$ cat config.mk
export PLATFORM = sky130hd
export DESIGN_NAME = latency_rd_resp_flat
export DESIGN_NICKNAME = d
export VERILOG_FILES = /design/src/rtl/latency_rd_resp_pkg.sv /design/src/rtl/latency_rd_resp_if.sv /design/src/rtl/latency_rd_resp_fifo.sv /design/src/rtl/latency_rd_resp.sv /design/src/flat_wrapper.sv
export SDC_FILE = /design/constraint.sdc
export NUM_CORES = 1
export LEC_CHECK = 0
export BUFFER_PORTS_ARGS = -buffer_cell sky130_fd_sc_hd__buf_2
export CORE_UTILIZATION = 50
export CTS_BUF_LIST = sky130_fd_sc_hd__clkbuf_8
export CTS_CLUSTER_DIAMETER = 200
export DETAILED_ROUTE_END_ITERATION = 10
export GPL_ROUTABILITY_DRIVEN = 0
export PLACE_DENSITY = 0.78
export SLEW_MARGIN = 15
export SYNTH_ARGS = -nofsm -noshare
export SYNTH_HDL_FRONTEND = slang
export SYNTH_SLANG_ARGS = --single-unit
$ cat constraint.sdc
create_clock -name clka -period 2.4 [get_ports clka]
set_clock_uncertainty 0.15 [all_clocks]
set_input_delay 0.36 -clock clka [delete_from_list [all_inputs] [get_ports clka]]
set_output_delay 0.36 -clock clka [all_outputs]
set_load 0.02 [all_outputs]
$ cat src/rtl/latency_rd_resp_pkg.sv
// Shared constants for the latency RAM port-A request/response front end.
package latency_rd_resp_pkg;

    localparam int DATA_WIDTH  = 8;
    localparam int MEM_DEPTH   = 16;
    localparam int ADDR_WIDTH  = $clog2(MEM_DEPTH);
    localparam int RD_LATENCYA = 2;
    localparam int FIFO_DEPTH  = 4;

    // Width able to hold 0..depth inclusive (credits, occupancy).
    function automatic int cnt_width(input int depth);
        return $clog2(depth) + 1;
    endfunction

endpackage

$ cat src/rtl/latency_rd_resp_if.sv
// Request and response handshake bundle between a requester and latency_rd_resp.
interface latency_rd_resp_if #(
    parameter int DATA_WIDTH = 8,
    parameter int ADDR_WIDTH = 4
);
    logic                  req_valid;
    logic                  req_ready;
    logic                  req_we;
    logic [ADDR_WIDTH-1:0] req_addr;
    logic [DATA_WIDTH-1:0] req_din;
    logic                  rsp_valid;
    logic                  rsp_ready;
    logic [DATA_WIDTH-1:0] rsp_data;

    modport master (
        output req_valid, req_we, req_addr, req_din, rsp_ready,
        input  req_ready, rsp_valid, rsp_data
    );

    modport slave (
        input  req_valid, req_we, req_addr, req_din, rsp_ready,
        output req_ready, rsp_valid, rsp_data
    );
endinterface

$ cat src/rtl/latency_rd_resp_fifo.sv
// Synchronous circular-buffer FIFO; head is registered storage, no bypass.
module latency_rsp_fifo #(
    parameter int DATA_WIDTH = 8,
    parameter int DEPTH      = 4,
    parameter int CW         = $clog2(DEPTH) + 1
) (
    input  logic                  clk,
    input  logic                  rst_n,
    input  logic                  push,
    input  logic [DATA_WIDTH-1:0] push_data,
    input  logic                  pop,
    output logic [DATA_WIDTH-1:0] head,
    output logic [CW-1:0]         count
);
    localparam int PW = $clog2(DEPTH);

    logic [DATA_WIDTH-1:0] mem [DEPTH];
    logic [PW-1:0]         wr_ptr;
    logic [PW-1:0]         rd_ptr;

    assign head = mem[rd_ptr];

    // Storage is reset too so the head reads as zero out of reset.
    always_ff @(posedge clk or negedge rst_n) begin
        if (!rst_n) begin
            for (int i = 0; i < DEPTH; i++) mem[i] <= '0;
        end else if (push) begin
            mem[wr_ptr] <= push_data;
        end
    end

    // DEPTH is a power of two, so pointer increments wrap naturally.
    always_ff @(posedge clk or negedge rst_n) begin
        if (!rst_n) begin
            wr_ptr <= '0;
            rd_ptr <= '0;
            count  <= '0;
        end else begin
            if (push) wr_ptr <= wr_ptr + 1'b1;
            if (pop)  rd_ptr <= rd_ptr + 1'b1;
            case ({push, pop})
                2'b10:   count <= count + 1'b1;
                2'b01:   count <= count - 1'b1;
                default: count <= count;
            endcase
        end
    end

    a_no_overflow: assert property (@(posedge clk) disable iff (!rst_n)
        !(push && !pop && count == CW'(DEPTH)));

endmodule

$ cat src/rtl/latency_rd_resp.sv
// Port-A front end for the latency RAM: drives the RAM from valid/ready requests,
// tracks reads through a tag pipe and buffers returning data under credit control.
module latency_rd_resp
    import latency_rd_resp_pkg::*;
#(
    parameter int DATA_WIDTH = latency_rd_resp_pkg::DATA_WIDTH,
    parameter int MEM_DEPTH  = latency_rd_resp_pkg::MEM_DEPTH,
    parameter int ADDR_WIDTH = $clog2(MEM_DEPTH),
    parameter int RD_LATENCY = RD_LATENCYA,
    parameter int FIFO_DEPTH = latency_rd_resp_pkg::FIFO_DEPTH,
    parameter int CW         = cnt_width(FIFO_DEPTH)
) (
    input  logic                  clka,
    input  logic                  i_rst_n,
    latency_rd_resp_if.slave      bus,
    output logic                  o_ena,
    output logic                  o_wea,
    output logic [ADDR_WIDTH-1:0] o_addra,
    output logic [DATA_WIDTH-1:0] o_dina,
    input  logic [DATA_WIDTH-1:0] i_douta,
    output logic [CW-1:0]         o_outstanding
);
    localparam logic [CW-1:0] DEPTH_C = CW'(FIFO_DEPTH);

    logic                  acc;
    logic                  rd_acc;
    logic                  push;
    logic                  pop;
    logic [CW-1:0]         credits;
    logic [CW-1:0]         fifo_count;
    logic [RD_LATENCY-1:0] tag_pipe;

    // Writes bypass credit accounting; everything is held off during reset.
    assign bus.req_ready = i_rst_n & (bus.req_we | (credits != '0));
    assign acc           = bus.req_valid & bus.req_ready;
    assign rd_acc        = acc & ~bus.req_we;

    assign o_ena   = acc;
    assign o_wea   = acc & bus.req_we;
    assign o_addra = bus.req_addr;
    assign o_dina  = bus.req_din;

    // Tail bit marks the edge at which i_douta carries the read's data.
    always_ff @(posedge clka or negedge i_rst_n) begin
        if (!i_rst_n) begin
            tag_pipe <= '0;
        end else begin
            tag_pipe[0] <= rd_acc;
            for (int i = 1; i < RD_LATENCY; i++) tag_pipe[i] <= tag_pipe[i-1];
        end
    end

    assign push = tag_pipe[RD_LATENCY-1];

    // One credit per FIFO slot: taken at read accept, returned at pop.
    always_ff @(posedge clka or negedge i_rst_n) begin
        if (!i_rst_n) begin
            credits <= DEPTH_C;
        end else begin
            case ({rd_acc, pop})
                2'b10:   credits <= credits - 1'b1;
                2'b01:   credits <= credits + 1'b1;
                default: credits <= credits;
            endcase
        end
    end

    assign o_outstanding = DEPTH_C - credits;
    assign bus.rsp_valid = (fifo_count != '0);
    assign pop           = bus.rsp_valid & bus.rsp_ready;

    latency_rsp_fifo #(
        .DATA_WIDTH (DATA_WIDTH),
        .DEPTH      (FIFO_DEPTH),
        .CW         (CW)
    ) u_rsp_fifo (
        .clk       (clka),
        .rst_n     (i_rst_n),
        .push      (push),
        .push_data (i_douta),
        .pop       (pop),
        .head      (bus.rsp_data),
        .count     (fifo_count)
    );

endmodule

$ cat src/flat_wrapper.sv
// flat-port wrapper written by rule: the top's interface ports become plain ports
module latency_rd_resp_flat import latency_rd_resp_pkg::*;
#(
    parameter int DATA_WIDTH = latency_rd_resp_pkg::DATA_WIDTH,
    parameter int MEM_DEPTH  = latency_rd_resp_pkg::MEM_DEPTH,
    parameter int ADDR_WIDTH = $clog2(MEM_DEPTH),
    parameter int RD_LATENCY = RD_LATENCYA,
    parameter int FIFO_DEPTH = latency_rd_resp_pkg::FIFO_DEPTH,
    parameter int CW         = cnt_width(FIFO_DEPTH)
)
  (clka, i_rst_n, o_ena, o_wea, o_addra, o_dina, i_douta, o_outstanding, bus_req_valid, bus_req_we, bus_req_addr, bus_req_din, bus_rsp_ready, bus_req_ready, bus_rsp_valid, bus_rsp_data);
  latency_rd_resp_if #(.DATA_WIDTH(DATA_WIDTH), .ADDR_WIDTH(ADDR_WIDTH)) bus_i ();
  input  logic clka;
  input  logic i_rst_n;
  output logic o_ena;
  output logic o_wea;
  output logic [ADDR_WIDTH-1:0] o_addra;
  output logic [DATA_WIDTH-1:0] o_dina;
  input  logic [DATA_WIDTH-1:0] i_douta;
  output logic [CW-1:0] o_outstanding;
  input wire logic [$bits(bus_i.req_valid)-1:0] bus_req_valid;
  input wire logic [$bits(bus_i.req_we)-1:0] bus_req_we;
  input wire logic [$bits(bus_i.req_addr)-1:0] bus_req_addr;
  input wire logic [$bits(bus_i.req_din)-1:0] bus_req_din;
  input wire logic [$bits(bus_i.rsp_ready)-1:0] bus_rsp_ready;
  output wire logic [$bits(bus_i.req_ready)-1:0] bus_req_ready;
  output wire logic [$bits(bus_i.rsp_valid)-1:0] bus_rsp_valid;
  output wire logic [$bits(bus_i.rsp_data)-1:0] bus_rsp_data;
  assign bus_i.req_valid = bus_req_valid;
  assign bus_i.req_we = bus_req_we;
  assign bus_i.req_addr = bus_req_addr;
  assign bus_i.req_din = bus_req_din;
  assign bus_i.rsp_ready = bus_rsp_ready;
  assign bus_req_ready = bus_i.req_ready;
  assign bus_rsp_valid = bus_i.rsp_valid;
  assign bus_rsp_data = bus_i.rsp_data;
  latency_rd_resp #(.DATA_WIDTH(DATA_WIDTH), .MEM_DEPTH(MEM_DEPTH), .ADDR_WIDTH(ADDR_WIDTH), .RD_LATENCY(RD_LATENCY), .FIFO_DEPTH(FIFO_DEPTH), .CW(CW)) u_core (.clka(clka), .i_rst_n(i_rst_n), .bus(bus_i), .o_ena(o_ena), .o_wea(o_wea), .o_addra(o_addra), .o_dina(o_dina), .i_douta(i_douta), .o_outstanding(o_outstanding));
endmodule
Word-level counts from Yosys, hierarchy flattened
Index checks and enable logic that the tools add are counted.
{"block": "classes", "n_mux": 8, "bitwise": 9, "magnitude_cmp": 3, "n_reduce_logical": 5, "n_eq_ne": 4, "add_sub_neg": 7}
{"operator": "bitwise mux 32 bit", "count": 1}
{"operator": "two-way mux 8 bit", "count": 3}
{"operator": "binary-select mux 8 bit (select 2 bit)", "count": 1}
{"operator": "demux 8 bit (select 2 bit)", "count": 1}
{"operator": "one-hot mux 3 bit (2 select lines)", "count": 2}
{"operator": "adder 3 x 1 -> 3 bit, second input constant", "count": 2}
{"operator": "greater-or-equal comparator 3 bit, second input constant", "count": 2}
{"operator": "NOT 2 -> 3 bit", "count": 2}
{"operator": "nonzero test 3 bit", "count": 2}
{"operator": "subtractor 3 x 1 -> 3 bit, second input constant", "count": 2}
{"operator": "AND 1 bit", "count": 5}
{"operator": "adder 2 x 1 -> 2 bit, second input constant", "count": 2}
{"operator": "== test 2 x 1 -> 1 bit, second input constant", "count": 2}
{"operator": "== test 2 bit, second input constant", "count": 2}
{"operator": "nonzero test 2 bit", "count": 2}
{"operator": "less-than comparator 3 x 1 -> 1 bit, second input constant", "count": 1}
{"operator": "subtractor 3 bit, first input constant", "count": 1}
{"operator": "logical AND 1 bit", "count": 1}
{"operator": "NOT 1 bit", "count": 1}
{"operator": "OR 1 bit", "count": 1}
{"block": "word_totals", "elab_cells": 45, "output_inout_bits": 27, "regBits": 44, "input_bits": 25}

Logic depth before layout (Yosys ltp)
Gate-level depths: netlist (run 1).
{"block": "depth", "depth_word": 7, "depth_mapped": 10, "mapped_depth_nobuf": 10}

Hierarchy
Synthesis (run 1) repeated with hierarchy kept, for this count alone.
{"block": "unflattened", "cells_unflattened": 147, "area_unflattened_um2": 2134.5}
{"mod": "latency_rsp_fifo", "cells_per_inst": 106, "n_inst": 1, "seq_area_each_um2": 975.9, "area_per_inst_um2": 1739.2}
{"mod": "latency_rd_resp", "cells_per_inst": 41, "n_inst": 1, "seq_area_each_um2": 126.4, "area_per_inst_um2": 395.4}

Worst setup path before layout (run 1)
OpenSTA, ideal clock, no wires.
{"block": "synth_timing", "path_kind": "reg-to-reg", "startpoint": "register u_core.credits[0]", "endpoint": "register u_core.credits[1]", "n_path_buf": 0, "period_less_slack_ns": 2.374, "path_stages_with_launch": 9, "path_slack_ns": 0.026, "arrival_time_ns": 2.099, "setup_time_ns": 0.125, "t_required_ns": 2.125, "path_cell_list": "dfrtp_1 > inv_1 > ha_1 > ha_1 > or3_1 > ha_1 > inv_1 > fa_1 > mux2_2"}
{"block": "synth_via", "elab_chain_len": 7, "word_cells_on_any_way": 11, "classes_between": "add/sub: 2; eq/ne: 2; mux: 1; bitwise: 4; reduce/logical: 2"}
{"element": "start, declared", "line_no": "latency_rd_resp.sv:29", "source": "logic [CW-1:0] credits;"}
{"element": "start signal, assigned", "line_no": "latency_rd_resp.sv:61", "source": "2'b10: credits <= credits - 1'b1;"}
{"element": "start signal, assigned", "line_no": "latency_rd_resp.sv:62", "source": "2'b01: credits <= credits + 1'b1;"}
{"element": "start signal, assigned", "line_no": "latency_rd_resp.sv:63", "source": "default: credits <= credits;"}
{"element": "nonzero test 3 bit", "line_no": "latency_rd_resp.sv:34", "source": "assign bus.req_ready = i_rst_n & (bus.req_we | (credits != '0));"}
{"element": "OR 1 bit", "line_no": "latency_rd_resp.sv:34"}
{"element": "AND 1 bit", "line_no": "latency_rd_resp.sv:34"}
{"element": "AND 1 bit", "line_no": "latency_rd_resp.sv:35", "source": "assign acc = bus.req_valid & bus.req_ready;"}
{"element": "AND 1 bit", "line_no": "latency_rd_resp.sv:36", "source": "assign rd_acc = acc & ~bus.req_we;"}
{"element": "== test 2 x 1 -> 1 bit / == test 2 bit (equally long branches)", "line_no": "latency_rd_resp.sv:60", "source": "case ({rd_acc, pop})"}
{"element": "one-hot mux 3 bit (2 select lines) / nonzero test 2 bit (equally long branches)"}
Parallel ways exist; a longest one is shown, timed or not.
A chain may end at the register's enable or synchronous reset.

Worst setup path in the final report (run 1)
{"block": "layout_timing", "startpoint": "register u_core.credits[2]", "endpoint": "register u_core.credits[1]"}
{"block": "layout_via", "elab_chain_len": 7, "word_cells_on_any_way": 9, "classes_between": "eq/ne: 2; mux: 1; bitwise: 4; reduce/logical: 2"}
{"element": "nonzero test 3 bit (*)", "line_no": "latency_rd_resp.sv:34"}
{"element": "OR 1 bit (*)", "line_no": "latency_rd_resp.sv:34"}
{"element": "AND 1 bit (*)", "line_no": "latency_rd_resp.sv:34"}
{"element": "AND 1 bit (*)", "line_no": "latency_rd_resp.sv:35"}
{"element": "AND 1 bit (*)", "line_no": "latency_rd_resp.sv:36"}
{"element": "== test 2 x 1 -> 1 bit / == test 2 bit (equally long branches)", "line_no": "latency_rd_resp.sv:60"}
{"element": "one-hot mux 3 bit (2 select lines) / nonzero test 2 bit (equally long branches)"}
Mark *: on every way between the ends. The rest lies on a longest branch, timed or not.

==> impl_metrics.xml, run 1 <==
<?xml version="1.0" encoding="UTF-8"?>
<metrics>
  <group name="cells_and_area">
    <metric name="finalNetCount" unit="">207</metric>
    <metric name="area_growth_syn_to_layout" unit="%">10.5</metric>
    <metric name="diodes" unit="">0</metric>
    <metric name="drive_above_1_share" unit="%">52.0</metric>
    <metric name="final_common_cell" unit="">sky130_fd_sc_hd__dfrtp_1</metric>
    <metric name="mostFrequentLayoutCells" unit="">43 x sky130_fd_sc_hd__dfrtp_1, 33 x sky130_fd_sc_hd__mux2_2, 27 x sky130_fd_sc_hd__buf_2, 13 x sky130_fd_sc_hd__inv_1, 8 x sky130_fd_sc_hd__mux4_2</metric>
  </group>
  <group name="die">
    <metric name="floorplan.initialDensity" unit="%">52.7</metric>
    <metric name="fp.dieArea" unit="µm²">4540</metric>
    <metric name="die_h" unit="µm">67.4</metric>
    <metric name="die_x" unit="µm">67.4</metric>
    <metric name="floorplan.io_pins" unit="">52</metric>
    <metric name="fp-row-count" unit="">23</metric>
    <metric name="placeableCoreArea" unit="µm²">4060</metric>
  </group>
  <group name="timing">
    <metric name="max_slew.worst_pin.slew" unit="ns">0.557</metric>
    <metric name="report.final.slew_viol_count" unit="">0</metric>
    <metric name="max_fclk" unit="GHz">0.431</metric>
    <metric name="timing_hold_violations_final" unit="">0</metric>
    <metric name="finalSetupTns" unit="ns">0</metric>
    <metric name="post-route-period-util" unit="%">96.7</metric>
    <metric name="report.final.setup_viol" unit="">0</metric>
    <metric name="rsz_0062_raised_after_global_routing" unit="">false</metric>
    <metric name="period_needed" unit="ns">2.32</metric>
    <metric name="timing.hold.ws" unit="ns">0.0489</metric>
    <metric name="maxSlewHeadroom" unit="%">62.9</metric>
  </group>
  <group name="clocking">
    <metric name="clk_latency" unit="ns">0.29</metric>
    <metric name="ctsRootBufferMaster" unit="">sky130_fd_sc_hd__clkbuf_8</metric>
    <metric name="cts_tree" unit="">built</metric>
    <metric name="number_of_cts_inserted_buffers" unit="">5</metric>
    <metric name="cts_hold_buf" unit="">0</metric>
    <metric name="clk_pin_slew" unit="ns">0.08</metric>
    <metric name="cts.path.max_buffers" unit="">2</metric>
    <metric name="clock_tree.htree_level_count" unit="">2</metric>
    <metric name="numClockSinks" unit="">44</metric>
  </group>
  <group name="drt">
    <metric name="avgRoutedWirePerCell" unit="µm">16.3</metric>
    <metric name="drt-total-wl" unit="µm">3630</metric>
    <metric name="drt-pass1-iter-count" unit="">2</metric>
    <metric name="drt_first_iter_violations" unit="">45</metric>
    <metric name="wirelength_met1" unit="µm">1580</metric>
    <metric name="routed-via-count" unit="">1180</metric>
    <metric name="route.met3.wl" unit="µm">189</metric>
    <metric name="antenna_violating_nets_post_route" unit="">0</metric>
    <metric name="route.detailed.drc" unit="">0</metric>
    <metric name="viasPerCell" unit="">5.29</metric>
    <metric name="met2WireLength" unit="µm">1780</metric>
    <metric name="top_layer_used" unit="">met4</metric>
  </group>
  <group name="outcome">
    <metric name="outcome" unit="">complete, no violations</metric>
  </group>
  <group name="flow_run">
    <metric name="number_of_max_cap_violations" unit="">0</metric>
  </group>
  <group name="pwr">
    <metric name="leakage" unit="nW">1.10</metric>
    <metric name="cellPowerDensity" unit="nW/µm²">1400</metric>
    <metric name="max-vdd-ir-drop" unit="µV">644</metric>
  </group>
  <group name="worst_setup_path">
    <metric name="crit_required" unit="ns">2.43</metric>
    <metric name="cp_cell_sequence" unit="">inv_1, ha_2, or3_4, ha_4, inv_1, fa_1, mux2_2</metric>
    <metric name="timing.critical_path.slowest_stage_cell" unit="">sky130_fd_sc_hd__dfstp_2</metric>
    <metric name="timing.critical_path.fanout_max" unit="">3</metric>
    <metric name="setup.worst_path.start_class" unit="">register</metric>
    <metric name="timing.critical_path.to_type" unit="">register</metric>
    <metric name="cp.arrival" unit="ns">2.35</metric>
    <metric name="worst-setup-path-type" unit="">reg -&gt; reg</metric>
    <metric name="worst_path_most_repeated_cell" unit="">sky130_fd_sc_hd__inv_1</metric>
    <metric name="timing.critical_path.slowest_cell_delay" unit="ns">0.52</metric>
    <metric name="worst-r2r-cell-count" unit="">7</metric>
  </group>
  <group name="placement">
    <metric name="post-dp-hpwl" unit="µm">2570</metric>
    <metric name="port_buffer_count" unit="">27</metric>
  </group>
  <group name="global_route">
    <metric name="antenna_violations_before_repair" unit="">0</metric>
    <metric name="grt_max_degree" unit="">46</metric>
    <metric name="via_count_of_the_first_global_routing_pass" unit="">1237</metric>
    <metric name="gr-usage-all-layers" unit="%">18.3</metric>
    <metric name="global_route_wire_length_before_repair" unit="µm">5750</metric>
    <metric name="grt-ovfl-total" unit="">0</metric>
  </group>
  <group name="logic_synthesis">
    <metric name="yosysWarnings" unit="">0</metric>
    <metric name="postSynthAreaPerCell" unit="µm²">14.3</metric>
    <metric name="postSynthRegisterBits" unit="">44</metric>
    <metric name="synth.cell_area" unit="µm²">2140</metric>
    <metric name="mappedNetlistNets" unit="">185</metric>
    <metric name="synth-seq-area-share" unit="%">51.5</metric>
    <metric name="synthesis.instances" unit="">150</metric>
    <metric name="yosys.cell_types.count" unit="">23</metric>
  </group>
  <group name="min_path">
    <metric name="hp-class" unit="">in -&gt; async</metric>
  </group>
</metrics>
[synth_stat cells (all sizes together)]
cell     n  area share (%)
xnor2    4             1.6
or3      2            0.82
mux2    33              17
and2     1            0.41
ha       8             4.7
mux4     8             8.4
dfstp    1             1.2
buf     15             5.1
clkbuf   1            0.23
a21oi    1            0.23
a21boi   1            0.35
nor2     3            0.53
mux2i    1            0.47
fa       2             1.9
dfrtp   43              50
nand2    6             1.5
o21ai    1            0.23
nand3    1            0.23
inv     13             2.3
xor2     5             2.0
[flip-flops by register name, summed over array words and instances (netlist names)]
name                      count
u_core.u_rsp_fifo.count       3
u_core.tag_pipe               2
u_core.u_rsp_fifo.wr_ptr      2
u_core.credits                3
u_core.u_rsp_fifo.rd_ptr      2
u_core.u_rsp_fifo.mem        32
[metal layers]
layer | track usage, % | vias up
met1 | 20.2 | 595
li1 | - | 539
met5 | 0 | -
met3 | 4.90 | 14
met4 | 10.4 | 0
met2 | 31.6 | 32
[repair_timing]
action | CTS | global route
gates resized for setup | 0 | 4
endpoints found under the setup margin | 0 | 1
buffers inserted | 0 | 0
[through the flow]
stage | setup WS [ns] | std cells | util [%] | power (mW) | area [µm²]
2_1_floorplan | 0.0260 | 150 | - | 2.48 | 2140
3_3_place_gp | 0.0771 | 215 | 55.5 | 2.76 | 2250
3_5_place_dp | 0.0259 | 215 | 55.5 | 2.86 | 2250
4_1_cts | 0.0130 | 223 | 57.8 | 3.34 | 2340
5_1_grt | 0.00366 | 223 | 58.3 | 3.55 | 2360
6_report | 0.0780 | 223 | 58.3 | 3.30 | 2360
[worst paths after layout]
path                                    start                        end  slack (ns)
setup / recovery            u_core.credits[2]          u_core.credits[1]        0.08
hold reg to reg            u_core.tag_pipe[0]         u_core.tag_pipe[1]        0.21
min in group clka                  i_douta[0]   u_core.u_rsp_fifo.mem[8]        0.19
max in group asynchronous             i_rst_n          u_core.credits[2]        1.68
setup reg to reg            u_core.credits[2]          u_core.credits[1]        0.08
hold / removal                        i_rst_n  u_core.u_rsp_fifo.mem[12]        0.05
[cells by family (layout without fill, tap and decap cells)]
kind of cell | Yosys count | count (layout) | share of synthesized area [%]
adders and majority gates | 10 | 10 | 6.55
xor gates and xnor gates | 9 | 9 | 3.68
AOI/OAI and AO/OA | 3 | 3 | 0.818
muxes | 42 | 42 | 26.3
and+or+nand+nor | 13 | 13 | 3.51
buffers and inverters | 29 | 52 | 7.66
DFF | 44 | 44 | 51.5
[power by group]
group | leakage [nW] | internal (mW) | switching, mW
clock network | 0.0510 | 0.230 | 0.242
logic | 0.528 | 0.790 | 0.710
registers | 0.516 | 1.12 | 0.217
[worst max-delay path, delay by kind of cell (launching register included)]
| family | cells | cell delay [ns] |
|---|---|---|
| adder cells (fa/ha/maj) | 3 | 0.76 |
| buffers and inverters | 2 | 0.13 |
| flip-flops | 1 | 0.52 |
| multiplexers | 1 | 0.27 |
| AND/OR/NAND/NOR | 1 | 0.38 |
[layout make-up]
cell class / instances / area (µm²)
fillers: 335 / 1690
flip-flops and latches: 44 / 1100
multi-input cells: 77 / 893
repair buffers: 31 / 165
clock buffers: 6 / 82.6
well taps: 50 / 62.6
inverters: 13 / 48.8
clock inverters: 2 / 10.0
Note: power is estimated with default switching activity, not from simulation.
==> run 2: changes to the inputs <==
--- a/config.mk
+++ b/config.mk
@@ -6,6 +6,7 @@
 export NUM_CORES = 1
 export LEC_CHECK = 0
 export BUFFER_PORTS_ARGS = -buffer_cell sky130_fd_sc_hd__buf_2
+export CORE_MARGIN = 2
 export CORE_UTILIZATION = 50
 export CTS_BUF_LIST = sky130_fd_sc_hd__clkbuf_8
 export CTS_CLUSTER_DIAMETER = 200
==> run 2 against run 1 <==
  * Power up 0.24%
  * Sequential cell count did not move
  * Non-clock buffer count up 1
  * Maximum frequency down 0.55%
  * Final cell count is the same
  * Sequential power hardly changed
  * Clock power decreased by 11%
  * Routed wire length down 1.1%
  * Combinational power up 3%
  * Hold slack better by 0.0056 ns
  * Utilization increased by 0.46 points
==> impl_metrics.xml, run 2 (synthesis gave the netlist of run 1 again) <==
<?xml version="1.0" encoding="UTF-8"?>
<metrics>
  <group name="outcome">
    <metric name="outcome" unit="">complete, no violations</metric>
  </group>
  <group name="cells_and_area">
    <metric name="area_growth_syn_to_layout" unit="%">11.4</metric>
    <metric name="registers.top_by_ff_count" unit="">u_core.u_rsp_fifo.mem</metric>
    <metric name="drive_above_1_share" unit="%">53.8</metric>
    <metric name="finalNetCount" unit="">208</metric>
    <metric name="largest_register_ffs" unit="">32</metric>
    <metric name="largestRegisters" unit="">u_core.u_rsp_fifo.mem: 32 flops, u_core.credits: 3 flops, u_core.u_rsp_fifo.count: 3 flops</metric>
    <metric name="diodes" unit="">0</metric>
    <metric name="final_common_cell" unit="">sky130_fd_sc_hd__dfrtp_1</metric>
    <metric name="mostFrequentLayoutCells" unit="">43 x sky130_fd_sc_hd__dfrtp_1, 32 x sky130_fd_sc_hd__mux2_2, 27 x sky130_fd_sc_hd__buf_2, 11 x sky130_fd_sc_hd__inv_1, 8 x sky130_fd_sc_hd__mux4_2</metric>
  </group>
  <group name="global_route">
    <metric name="global_route_wire_length_before_repair" unit="µm">6380</metric>
    <metric name="via_count_of_the_first_global_routing_pass" unit="">1344</metric>
    <metric name="grt-ovfl-total" unit="">0</metric>
    <metric name="gr-usage-all-layers" unit="%">17.2</metric>
    <metric name="antenna_violations_before_repair" unit="">0</metric>
    <metric name="grt_max_degree" unit="">46</metric>
  </group>
  <group name="drt">
    <metric name="drt_first_iter_violations" unit="">81</metric>
    <metric name="drt-pass1-iter-count" unit="">3</metric>
    <metric name="drt-total-wl" unit="µm">3590</metric>
    <metric name="antenna_violating_nets_post_route" unit="">0</metric>
    <metric name="avgRoutedWirePerCell" unit="µm">16.1</metric>
    <metric name="routed-via-count" unit="">1189</metric>
    <metric name="viasPerCell" unit="">5.33</metric>
    <metric name="route.detailed.drc" unit="">0</metric>
  </group>
  <group name="die">
    <metric name="die_x" unit="µm">69.4</metric>
    <metric name="placeableCoreArea" unit="µm²">4060</metric>
    <metric name="die_h" unit="µm">69.4</metric>
    <metric name="floorplan.initialDensity" unit="%">52.7</metric>
    <metric name="fp.dieArea" unit="µm²">4820</metric>
    <metric name="floorplan.io_pins" unit="">52</metric>
    <metric name="fp-row-count" unit="">23</metric>
  </group>
  <group name="worst_setup_path">
    <metric name="cp.arrival" unit="ns">2.36</metric>
    <metric name="setup.worst_path.start_class" unit="">register</metric>
    <metric name="worstReg2RegEnd" unit="">u_core.credits[1]</metric>
    <metric name="worst-setup-path-type" unit="">reg -&gt; reg</metric>
    <metric name="rrSetupSlack" unit="ns">0.07</metric>
    <metric name="timing.critical_path.to_type" unit="">register</metric>
    <metric name="crit_required" unit="ns">2.43</metric>
    <metric name="worst-r2r-cell-count" unit="">8</metric>
    <metric name="reg2reg_from" unit="">u_core.credits[0]</metric>
    <metric name="timing.critical_path.fanout_max" unit="">3</metric>
  </group>
  <group name="timing">
    <metric name="post-route-period-util" unit="%">97.3</metric>
    <metric name="finalSetupTns" unit="ns">0</metric>
    <metric name="report.final.setup_viol" unit="">0</metric>
    <metric name="max_slew.worst_pin.slew" unit="ns">0.556</metric>
    <metric name="timing.hold.ws" unit="ns">0.0545</metric>
    <metric name="period_needed" unit="ns">2.33</metric>
    <metric name="maxSlewHeadroom" unit="%">62.9</metric>
    <metric name="report.final.slew_viol_count" unit="">0</metric>
    <metric name="timing_hold_violations_final" unit="">0</metric>
    <metric name="max_fclk" unit="GHz">0.428</metric>
  </group>
  <group name="clocking">
    <metric name="clock_tree.htree_level_count" unit="">2</metric>
    <metric name="number_of_cts_inserted_buffers" unit="">5</metric>
    <metric name="ctsRootBufferMaster" unit="">sky130_fd_sc_hd__clkbuf_8</metric>
    <metric name="cts_tree" unit="">built</metric>
    <metric name="cts.path.max_buffers" unit="">2</metric>
    <metric name="numClockSinks" unit="">44</metric>
    <metric name="clk_latency" unit="ns">0.29</metric>
    <metric name="cts_hold_buf" unit="">0</metric>
    <metric name="clk_pin_slew" unit="ns">0.07</metric>
  </group>
  <group name="pwr">
    <metric name="cellPowerDensity" unit="nW/µm²">1390</metric>
    <metric name="max-vdd-ir-drop" unit="µV">553</metric>
    <metric name="leakage" unit="nW">1.10</metric>
  </group>
  <group name="placement">
    <metric name="post-dp-hpwl" unit="µm">2550</metric>
    <metric name="port_buffer_count" unit="">27</metric>
  </group>
  <group name="min_path">
    <metric name="hp-class" unit="">in -&gt; async</metric>
  </group>
  <group name="flow_run">
    <metric name="number_of_max_cap_violations" unit="">0</metric>
  </group>
</metrics>
==> run 2: cell count changes in the layout (fill, tap and decap cells not counted), sizes merged <==
cell / before / now
buf: 31 / 32
clkbuf: 6 / 5
clkinv: 2 / 1
inv: 13 / 14
==> run 2: how the worst max path moves through the flow <==
stage | start | to | slack, ns | depth (start not counted)
after CTS | u_core.credits[0] | u_core.credits[1] | 0.005 | 8
final | u_core.credits[0] | u_core.credits[1] | 0.07 | 8
after global routing | u_core.credits[0] | u_core.credits[1] | -0.02 | 8
after floorplan | u_core.credits[0] | u_core.credits[1] | 0.03 | 8
after detailed placement | u_core.credits[2] | u_core.credits[1] | -0.01 | 7
after global placement | u_core.credits[2] | u_core.credits[1] | 0.08 | 7
==> run 2: per-layer routing <==
| layer | share of wire, % | vias up | GRT usage (%) |
|---|---|---|---|
| li1 | - | 540 | - |
| met1 | 44 | 599 | 20.6 |
| met2 | 47 | 38 | 27.6 |
| met3 | 6.1 | 12 | 6.25 |
| met4 | 2.1 | 0 | 7.84 |
| met5 | 0 | - | 0 |
==> run 2: area by class of cell <==
type / instances / area [µm²]
fillers: 322 / 1670
flip-flops and latches: 44 / 1100
multi-input cells: 77 / 920
repair buffers: 32 / 173
clock buffers: 5 / 68.8
well taps: 50 / 62.6
inverters: 13 / 48.8
clock inverters: 2 / 8.76
==> run 2: critical path, cell delays in order, from the launching register on <==
cell	delay, ns
sky130_fd_sc_hd__dfrtp_1	0.35
sky130_fd_sc_hd__inv_1	0.08
sky130_fd_sc_hd__ha_4	0.17
sky130_fd_sc_hd__ha_4	0.15
sky130_fd_sc_hd__or3_4	0.40
sky130_fd_sc_hd__ha_4	0.17
sky130_fd_sc_hd__inv_2	0.05
sky130_fd_sc_hd__fa_1	0.41
sky130_fd_sc_hd__mux2_4	0.28
==> run 2: where the power goes <==
group	switching (mW)	internal (mW)	leakage [nW]	total, mW
clock	0.228	0.193	0.0452	0.421
sequential	0.226	1.12	0.516	1.34
combinational	0.723	0.824	0.536	1.55
total	1.18	2.14	1.10	3.31
==> run 2: what timing repair did <==
item,CTS,global route
resized for setup,1,10
endpoints found under the setup margin,1,2
pin swaps,0,3
buffers inserted,0,1
==> run 2: through the flow <==
step | setup WS (ns) | power, mW | cells | instance area, µm² | utilization, %
6_report | 0.0652 | 3.31 | 223 | 2380 | 58.7
5_1_grt | -0.0163 | 3.59 | 223 | 2380 | 58.7
4_1_cts | 0.00548 | 3.29 | 222 | 2330 | 57.5
3_5_place_dp | -0.00982 | 2.86 | 215 | 2250 | 55.5
3_3_place_gp | 0.0806 | 2.76 | 215 | 2250 | 55.5
2_1_floorplan | 0.0260 | 2.48 | 150 | 2140 | -
